## config.mk

```make
export PLATFORM = sky130hd
export DESIGN_NAME = clk_div_ctrl
export DESIGN_NICKNAME = d
export VERILOG_FILES = /design/src/rtl/clk_div_pkg.sv /design/src/rtl/clk_div_counter.sv /design/src/rtl/clk_div_ctrl.sv
export SDC_FILE = /design/constraint.sdc
export NUM_CORES = 1
export LEC_CHECK = 0
export CAP_MARGIN = 10
export CORE_ASPECT_RATIO = 1.4
export CORE_UTILIZATION = 50
export DETAILED_ROUTE_END_ITERATION = 8
export PLACE_DENSITY_LB_ADDON = 0.08
export SYNTH_ARGS = -nofsm -noshare
export SYNTH_HDL_FRONTEND = slang
export SYNTH_SLANG_ARGS = --single-unit
```

## constraint.sdc

```tcl
create_clock -name C -period 2.3 [get_ports C]
set_clock_uncertainty 0.15 [all_clocks]
set_input_delay 0.46 -clock C [delete_from_list [all_inputs] [get_ports C]]
set_output_delay 0.46 -clock C [all_outputs]
set_load 0.1 [all_outputs]
```

## src/rtl/clk_div_pkg.sv

```systemverilog
// Shared types for the clock divider controller: FSM state encoding and
// default counter width.
package clk_div_pkg;

   localparam int unsigned DEF_WIDTH = 32;

   typedef enum logic [1:0] {
      ST_IDLE     = 2'd0,
      ST_RUN      = 2'd1,
      ST_STOPPING = 2'd2
   } state_t;

endpackage

```

## src/rtl/clk_div_counter.sv

```systemverilog
// Half-period counter: counts 0..max while enabled and strobes `boundary`
// in the cycle the count equals max.
module clk_div_counter
   import clk_div_pkg::*;
#(
   parameter int unsigned WIDTH = DEF_WIDTH
) (
   input  logic             clk,
   input  logic             clr_n,
   input  logic             en,
   input  logic             load_zero,
   input  logic [WIDTH-1:0] max,
   output logic             boundary,
   output logic [WIDTH-1:0] count
);

   assign boundary = en && (count == max);

   // Wrapping only at max keeps count <= max as long as max changes only here.
   always_ff @(posedge clk) begin
      if (!clr_n) begin
         count <= '0;
      end else if (load_zero) begin
         count <= '0;
      end else if (en) begin
         if (boundary) begin
            count <= '0;
         end else begin
            count <= count + WIDTH'(1);
         end
      end
   end

endmodule

```

## src/rtl/clk_div_ctrl.sv

```systemverilog
// Run/stop and glitch-free reconfiguration controller for a programmable
// clock divider; cout toggles only at half-period boundaries.
module clk_div_ctrl
   import clk_div_pkg::*;
#(
   parameter int unsigned WIDTH       = DEF_WIDTH,
   parameter int unsigned DEFAULT_MAX = 1
) (
   input  logic             C,
   input  logic             clr_n,
   input  logic             run,
   input  logic             cfg_valid,
   input  logic [WIDTH-1:0] cfg_max,
   output logic             cfg_ready,
   output logic             cout,
   output logic             tick,
   output logic [WIDTH-1:0] cur_max,
   output logic             busy,
   output logic [1:0]       dbg_state
);

   state_t           state;
   state_t           state_nxt;
   logic             pending;
   logic [WIDTH-1:0] pend_max;
   logic [WIDTH-1:0] count;
   logic             active;
   logic             boundary;
   logic             toggle;
   logic             to_idle;
   logic             accept;
   logic             apply;

   // Handshake: a ratio transfers on any edge where cfg_valid && cfg_ready.
   // cfg_ready drops while a ratio waits for its boundary; the offered value
   // must stay stable on cfg_max while cfg_valid is high and ready is low.
   assign cfg_ready = ~pending;
   assign accept    = cfg_valid & cfg_ready;

   assign active    = (state == ST_RUN) || (state == ST_STOPPING);
   assign busy      = (state != ST_IDLE);
   assign dbg_state = state;

   clk_div_counter #(
      .WIDTH (WIDTH)
   ) u_counter (
      .clk       (C),
      .clr_n     (clr_n),
      .en        (active),
      .load_zero (to_idle),
      .max       (cur_max),
      .boundary  (boundary),
      .count     (count)
   );

   always_comb begin
      state_nxt = state;
      toggle    = 1'b0;
      case (state)
         ST_IDLE: begin
            if (run) begin
               state_nxt = ST_RUN;
            end
         end
         ST_RUN: begin
            if (!run && !cout) begin
               // Already low: stop at once, a boundary here must not raise cout.
               state_nxt = ST_IDLE;
            end else begin
               toggle = boundary;
               if (!run) begin
                  state_nxt = boundary ? ST_IDLE : ST_STOPPING;
               end
            end
         end
         ST_STOPPING: begin
            toggle = boundary;
            if (run) begin
               state_nxt = ST_RUN;
            end else if (boundary) begin
               state_nxt = ST_IDLE;
            end
         end
         default: begin
            state_nxt = ST_IDLE;
         end
      endcase
   end

   assign to_idle = (state != ST_IDLE) && (state_nxt == ST_IDLE);

   // A waiting ratio lands at a boundary, on the way into IDLE, or (if it was
   // accepted on that very edge) on the first IDLE cycle.
   assign apply = pending && (toggle || to_idle || (state == ST_IDLE));

   always_ff @(posedge C) begin
      if (!clr_n) begin
         state    <= ST_IDLE;
         cout     <= 1'b0;
         tick     <= 1'b0;
         cur_max  <= WIDTH'(DEFAULT_MAX);
         pending  <= 1'b0;
         pend_max <= '0;
      end else begin
         state <= state_nxt;
         tick  <= toggle;
         if (toggle) begin
            cout <= ~cout;
         end

         if (accept && (state == ST_IDLE)) begin
            cur_max <= cfg_max;
         end else if (apply) begin
            cur_max <= pend_max;
         end

         if (accept && (state != ST_IDLE)) begin
            pending  <= 1'b1;
            pend_max <= cfg_max;
         end else if (apply) begin
            pending <= 1'b0;
         end
      end
   end

endmodule

```

## After elaboration in Yosys (flattened, before gate mapping)

Cells that the tools add are included.
Widths: inputs -> output; s select.

| cells by class | value |
|---|---|
| add/sub/neg operators | 1 |
| equal/unequal tests | 3 |
| mux-type cells | 14 |
| bitwise operators | 4 |
| reduce and logical (&&, ||, !) cells | 17 |

Operator list:

| cell | number |
|---|---|
| $mux 32 | 3 |
| $add 32x1->32 const B | 1 |
| $eq 32x32->1 | 1 |
| $mux 2 | 6 |
| $logic_and 1x1->1 | 6 |
| $pmux 2 s3 | 1 |
| $reduce_bool 2->1 | 3 |
| $logic_not 2->1 | 2 |
| $logic_or 1x1->1 | 3 |
| $mux 1 | 3 |
| $not 1->1 | 3 |
| $eq 2x1->1 const B | 1 |
| $eq 2x2->1 const B | 1 |
| $logic_not 1->1 | 2 |
| $pmux 1 s2 | 1 |
| $reduce_or 2->1 | 1 |
| $and 1x1->1 | 1 |

| storage, ports and cells | value |
|---|---|
| flip-flop bits (word level) | 101 |
| input bits | 36 |
| output and inout port bits | 38 |
| logic and storage cells | 46 |

## Logic depth before layout (Yosys ltp)

Gate-level depths: netlist of run 1.

| depth | value |
|---|---|
| depth in word-level cells | 14 |
| depth in mapped cells | 10 |
| mapped depth without buffers | 8 |

## By module

A second synthesis of run 1 with hierarchy kept.

| second synthesis, totals | value |
|---|---|
| cells, all modules | 548 |
| area total of the unflattened synthesis | 5,013.6 um^2 |

By module, submodules not included:

| module | instances | cells each | area an instance (um^2) | sequential area each (um^2) |
|---|---|---|---|---|
| clk_div_ctrl | 1 | 336 | 3,086.7 | 1,381.3 |
| clk_div_counter | 1 | 212 | 1,926.8 | 640.6 |

## Worst setup path after synthesis of run 1

Ideal clock, no wire load.

| timing | value |
|---|---|
| kind | register to register |
| from | register state[0], in the netlist dbg_state[0] |
| to | register cur_max[1] |
| library setup time | 79 ps |
| arrival time | 3,185 ps |
| required time | 2,071 ps |
| slack | -1,114 ps |
| stages on the path, launching flop included | 9 |
| buffers on the path | 1 |
| clock period less this slack | 3,414 ps |
| cell sequence | dfxtp_1 -> inv_1 -> ha_1 -> inv_1 -> nand3_1 -> nor2_1 -> clkbuf_1 -> a221oi_1 -> o211ai_1 |

| between the ends | value |
|---|---|
| elaborated cells on any way between the ends | 23 |
| those cells by class | eq/ne (2); mux (10); reduce/logical (11) |

RTL lines:

| item | line | RTL |
|---|---|---|
| start, declared | clk_div_ctrl.sv:22 | `state_t state;` |
| start signal, assigned | clk_div_ctrl.sv:105 | `state <= state_nxt;` |
| $reduce_bool 2->1 | - |  |
| via busy | clk_div_ctrl.sv:18 | `output logic busy,` |
| $logic_and 1x1->1 | clk_div_ctrl.sv:90 | `assign to_idle = (state != ST_IDLE) && (state_nxt == ST_IDLE);` |
| $logic_or 1x1->1 (2 in a row) | clk_div_ctrl.sv:94 | `assign apply = pending && (toggle \|\| to_idle \|\| (state == ST_IDLE));` |
| $logic_and 1x1->1 | clk_div_ctrl.sv:94 |  |
| $reduce_bool 2->1 (no source line) | - |  |
| end signal, assigned | clk_div_ctrl.sv:101 | `cur_max <= WIDTH'(DEFAULT_MAX);` |
| end signal, assigned | clk_div_ctrl.sv:112 | `cur_max <= cfg_max;` |
| end signal, assigned | clk_div_ctrl.sv:114 | `cur_max <= pend_max;` |
| end, declared | clk_div_ctrl.sv:17 | `output logic [WIDTH-1:0] cur_max,` |

The timed path passes the listed nets, and every way through them passes these cells.
A chain may end at the register's enable or synchronous reset.

## Worst setup path after layout of run 1

| timing | value |
|---|---|
| from | register state[0], in the netlist dbg_state[0] |
| to | register cur_max[26] |

| between the ends | value |
|---|---|
| word-level cells in the longest chain between the ends | 13 |
| elaborated cells on any way between the ends | 23 |
| those cells by class | eq/ne (2); mux (10); reduce/logical (11) |

RTL lines:

| item | line | RTL |
|---|---|---|
| $eq 2x1->1 or $eq 2x2->1 (tied branches) | clk_div_ctrl.sv:40 | `assign active = (state == ST_RUN) \|\| (state == ST_STOPPING);` |
| $logic_or 1x1->1 * | clk_div_ctrl.sv:40 |  |
| via active | clk_div_ctrl.sv:27 | `logic active;` |
| $logic_and 1x1->1 * | clk_div_counter.sv:17 | `assign boundary = en && (count == max);` |
| $mux 2 | clk_div_ctrl.sv:72 | `state_nxt = boundary ? ST_IDLE : ST_STOPPING;` |
| $mux 2 | clk_div_ctrl.sv:71 | `if (!run) begin` |
| $mux 2 | clk_div_ctrl.sv:66 | `if (!run && !cout) begin` |
| $pmux 2 s3 | clk_div_ctrl.sv:59 | `case (state)` |
| $logic_not 2->1 | clk_div_ctrl.sv:90 |  |
| $logic_and 1x1->1 | clk_div_ctrl.sv:90 |  |
| $logic_or 1x1->1 * (2 in a row) | clk_div_ctrl.sv:94 |  |
| $logic_and 1x1->1 * | clk_div_ctrl.sv:94 |  |
| $reduce_bool 2->1 (no source line) * | - |  |

Mark *: on every way through the listed nets, which the timed path passes. The rest lies on a longest branch.

==> impl_metrics.tcl, run 1 <==
set metrics [dict create \
    count_of_maximum_capacitance_violations 0 \
    synthCells 711 \
    synth.most_common_cell "nand2_1" \
    detail_route.vias_per_cell 6.20 \
    yosys_most_used_dff "dfxtp_1" \
    fill_cells 882 \
    share_of_the_synthesized_area_in_compound_gates_ao_oa_aoi_oai 0.246 \
    power_per_cell_area_nw_per_um2 771 \
    grt_usage 0.317 \
    final_hold_violations 0 \
    final_cell_count_no_fill 977 \
    antennaDiodeCount 0 \
    clkPwrFrac 0.253 \
    result_of_the_run "complete, but fails checks" \
    crit_path_end_kind "register" \
    slew-limit-headroom 0.687 \
    hpwl_mm 12.4 \
    critical_path.endpoint "cur_max[26]" \
    hold-worst-slack_ps 306 \
    first_global_vias 6012 \
    synth.lib_cells_used.distinct 51 \
    ir_worst_vdd_uv 574 \
    routabilityCongestion 0.917 \
    insertion_delay_ps 350 \
    holdCritPathClass "register to register" \
    multiInputGateArea_um2 3490 \
    timing.critical_path.from "dbg_state[0]" \
    cts_max_path_buffers 2 \
    clk_root_buf "clkbuf_16" \
    grt_start_max_net_pins 69 \
    reg_to_reg_endpoint "cur_max[26]" \
    clkTransAtPathRegs_ps 70 \
    worst-r2r-setup-slack_ps -110 \
    design.die.area_um2 11500 \
    syn2layout_area_growth_pct 39.4 \
    vias 6055 \
    cpMostUsedCell "buf_6" \
    critPathTopFamily "simple AND/OR/NAND/NOR gates" \
    ctsHoldBuffers 0 \
    mappedNetlistArea_um2 5520 \
    internal_power_mw 3.54 \
    power.leakage_nw 2.87 \
    netSwitchingFraction 0.403 \
    critical_path.startpoint_type "register" \
    critPathMaxStageDelay_ps 500 \
    ant_nets_after_route 0 \
    finalWirelength_mm 18.2 \
    utilization 0.712 \
    area.sequential_um2 2110 \
    yosys.area_share.simple 0.225 \
    global_route_wire_length_before_repair_mm 29.2 \
    async_reset_ff_frac 0 \
    crit_fanout 6 \
    failing_checks "negative setup slack" \
    core_area_um2 10800 \
    top_cell_type_by_total_area_after_synthesis "dfxtp_1" \
    dp_slack_ps -345 \
    setup_viol_count_final 60 \
    avgRoutedWirePerCell_um 18.6 \
    htreeDepth 3 \
    grt_setup_unrepaired "yes" \
    fp.dieW_um 90.8 \
    final.setup.worst_slack_ps -105 \
    synth-edff-count 0 \
    post_synth_main_area_contributors "dfxtp_1 (37%), nand2_1 (8.0%), a21oi_1 (6.3%)" \
    clock_sink_count 101 \
    combinational_family_with_the_most_area_after_synthesis "compound AO/OA/AOI/OAI gates" \
    path_depth 10 \
    number_of_pins_exceeding_their_max_slew_limit_in_the_final_report 0 \
    drtIter0Drc 486 \
    place_inst 945 \
    detail_route.drc_violations 0 \
    synth.net_count 752 \
    port-buffer-count 73 \
    synth.cells.most_frequent "nand2_1 (117), dfxtp_1 (101), nor2_1 (79)" \
    critical_path.cell_chain "inv_4 > ha_4 > nand3_2 > or4_4 > o41ai_4 > buf_6 > buf_6 > buf_6 > o211ai_1 > o211ai_1" \
    post_synth.cell_area_avg_um2 7.77 \
    critPathBufInv 4 \
    finish.net_count 872 \
    synth-xor-area-share 0.0968 \
    gr-total-overflow 0 \
    holdPathStages 2 \
    layout_min_cycle_time_ps 2410 \
    yosys.area_share.adder 0.0113 \
    drtPass1Iterations 5 \
    power_frac_seq 0.350 \
    number_of_placement_rows 45 \
    transition_time_at_the_pin_with_the_least_slew_margin_ps 468 \
    arrival_ps 2520 \
    tritoncts.num_buffers 9 \
    comb_power_share 0.397 \
    synth.mux.area_fraction 0 \
    critical_path.slowest_cell "or4_4" \
    timing.reg2reg.worst_path_depth 10 \
    switching_power_mw 2.40 \
    yosys_warnings 0 \
    floorplan.io_pins 74 \
    critical_path.reg2reg.startpoint "dbg_state[0]" \
    final_layout_size_suffix_gt1_frac 0.287 \
    antenna_found_initial 0 \
    chipHeight_um 126 \
    floorplan.initialDensity 0.511 \
    max_freq_mhz 416 \
    synth_top_cell_area_share 0.366 \
    class_of_the_most_critical_setup_path "register to register" \
    ys_ff_latch 101 \
    synth_sequential_area_ratio 0.366 \
    cp.required_ps 2410 \
    cts_tree "done" \
    layout_worst_path_cycle_share 1.05 \
]
## area by class of cell
cell class,count,share of cell area
clock buffer,13,0.0353
clock inverter,3,0.00244
inverter,19,0.0106
multi-input combinational,533,0.454
sequential,101,0.274
tap,141,0.0229
timing repair buffer,167,0.201
## routing by layer
layer / track usage / up-vias / part of all wire
met5: 0 / - / 0
met3: 0.0504 / 82 / 0.057
li1: - / 2817 / -
met4: 0.201 / 0 / 0.054
met1: 0.347 / 2862 / 0.37
met2: 0.566 / 294 / 0.52
## worst register-to-register path, delay by kind of cell (launching register included)
family | cells | cell delay (ps)
buffers and inverters | 4 | 450
AOI/OAI and AO/OA | 3 | 470
DFF | 1 | 370
and+or+nand+nor | 2 | 590
adders and majority gates | 1 | 290
## power groups by stage
stage	logic [mW]	clock network, mW	registers (mW)
detailed placement	2.15	0	2.11
floorplan	0.860	0	2.76
global placement	2.10	0	2.11
CTS	2.28	1.52	2.07
global route	2.47	1.58	2.09
finish	2.35	1.50	2.08
## stage by stage
| stage | setup TNS [ps] | power, mW | area [um^2] |
|---|---|---|---|
| final | -3640 | 5.94 | 7700 |
| after global routing | -8940 | 6.15 | 7700 |
| after CTS | -4210 | 5.88 | 7570 |
| after detailed placement | -10530 | 4.25 | 7000 |
| after global placement | -8650 | 4.21 | 7000 |
| after floorplan | -10640 | 3.62 | 5770 |
## flip-flops by register name, summed over array words and instances, names as in the netlist
| signal | flops |
|---|---|
| cout | 1 |
| cur_max | 32 |
| dbg_state | 2 |
| pend_max | 32 |
| pending | 1 |
| tick | 1 |
| u_counter.count | 32 |
## cells by family (layout without fill, tap and decap cells)
group	after synthesis	in the layout
flip-flops	101	101
adder cells (fa/ha/maj)	5	5
XOR/XNOR	61	61
AND/OR/NAND/NOR	273	273
AO/OA/AOI/OAI	194	194
buffers and inverters	77	202
## layout by cell type, fill, tap and decap left out, drive strengths merged, types with 2 or more instances in the layout
cell type        n
a21oi           70
a221oi          20
and2             2
and3             6
and4             3
buf            133
clkbuf          13
clkdlybuf4s50   34
clkinv           3
clkinvlp         2
dfxtp          101
ha               5
inv             17
nand2          117
nand2b           4
nand3           23
nand3b           5
nand4            9
nand4b           2
nor2            79
nor3             2
nor4            11
o2111ai         32
o211ai          42
o21a             2
o21ai            3
o22ai           12
or2              3
or4              2
xnor2           21
xor2            40
## worst min-delay path by stage
stage            startpoint           end  slack (ps)
2_1_floorplan   pend_max[0]   pend_max[0]         290
3_3_place_gp   pend_max[22]  pend_max[22]         290
3_5_place_dp    pend_max[2]   pend_max[2]         300
4_1_cts         pend_max[2]   pend_max[2]         310
5_1_grt         pend_max[2]   pend_max[2]         330
6_report       pend_max[22]  pend_max[22]         310
## what timing repair did
action | in CTS | in global routing
buffers inserted | 11 | 2
gates resized for setup | 27 | 30
pin swaps | 4 | 13
gates cloned | 4 | 0
endpoints found under the setup margin | 66 | 70
No activity file was read; power rests on OpenSTA's default activity.
==> inputs of run 2 (changes only) <==
--- a/config.mk
+++ b/config.mk
@@ -5,6 +5,7 @@
 export SDC_FILE = /design/constraint.sdc
 export NUM_CORES = 1
 export LEC_CHECK = 0
+export ABC_CLOCK_PERIOD_IN_PS = 2300
 export CAP_MARGIN = 10
 export CORE_ASPECT_RATIO = 1.4
 export CORE_UTILIZATION = 50
==> results of run 2 <==
No change in the layout: final DEF, timing and power equal those of run 1.
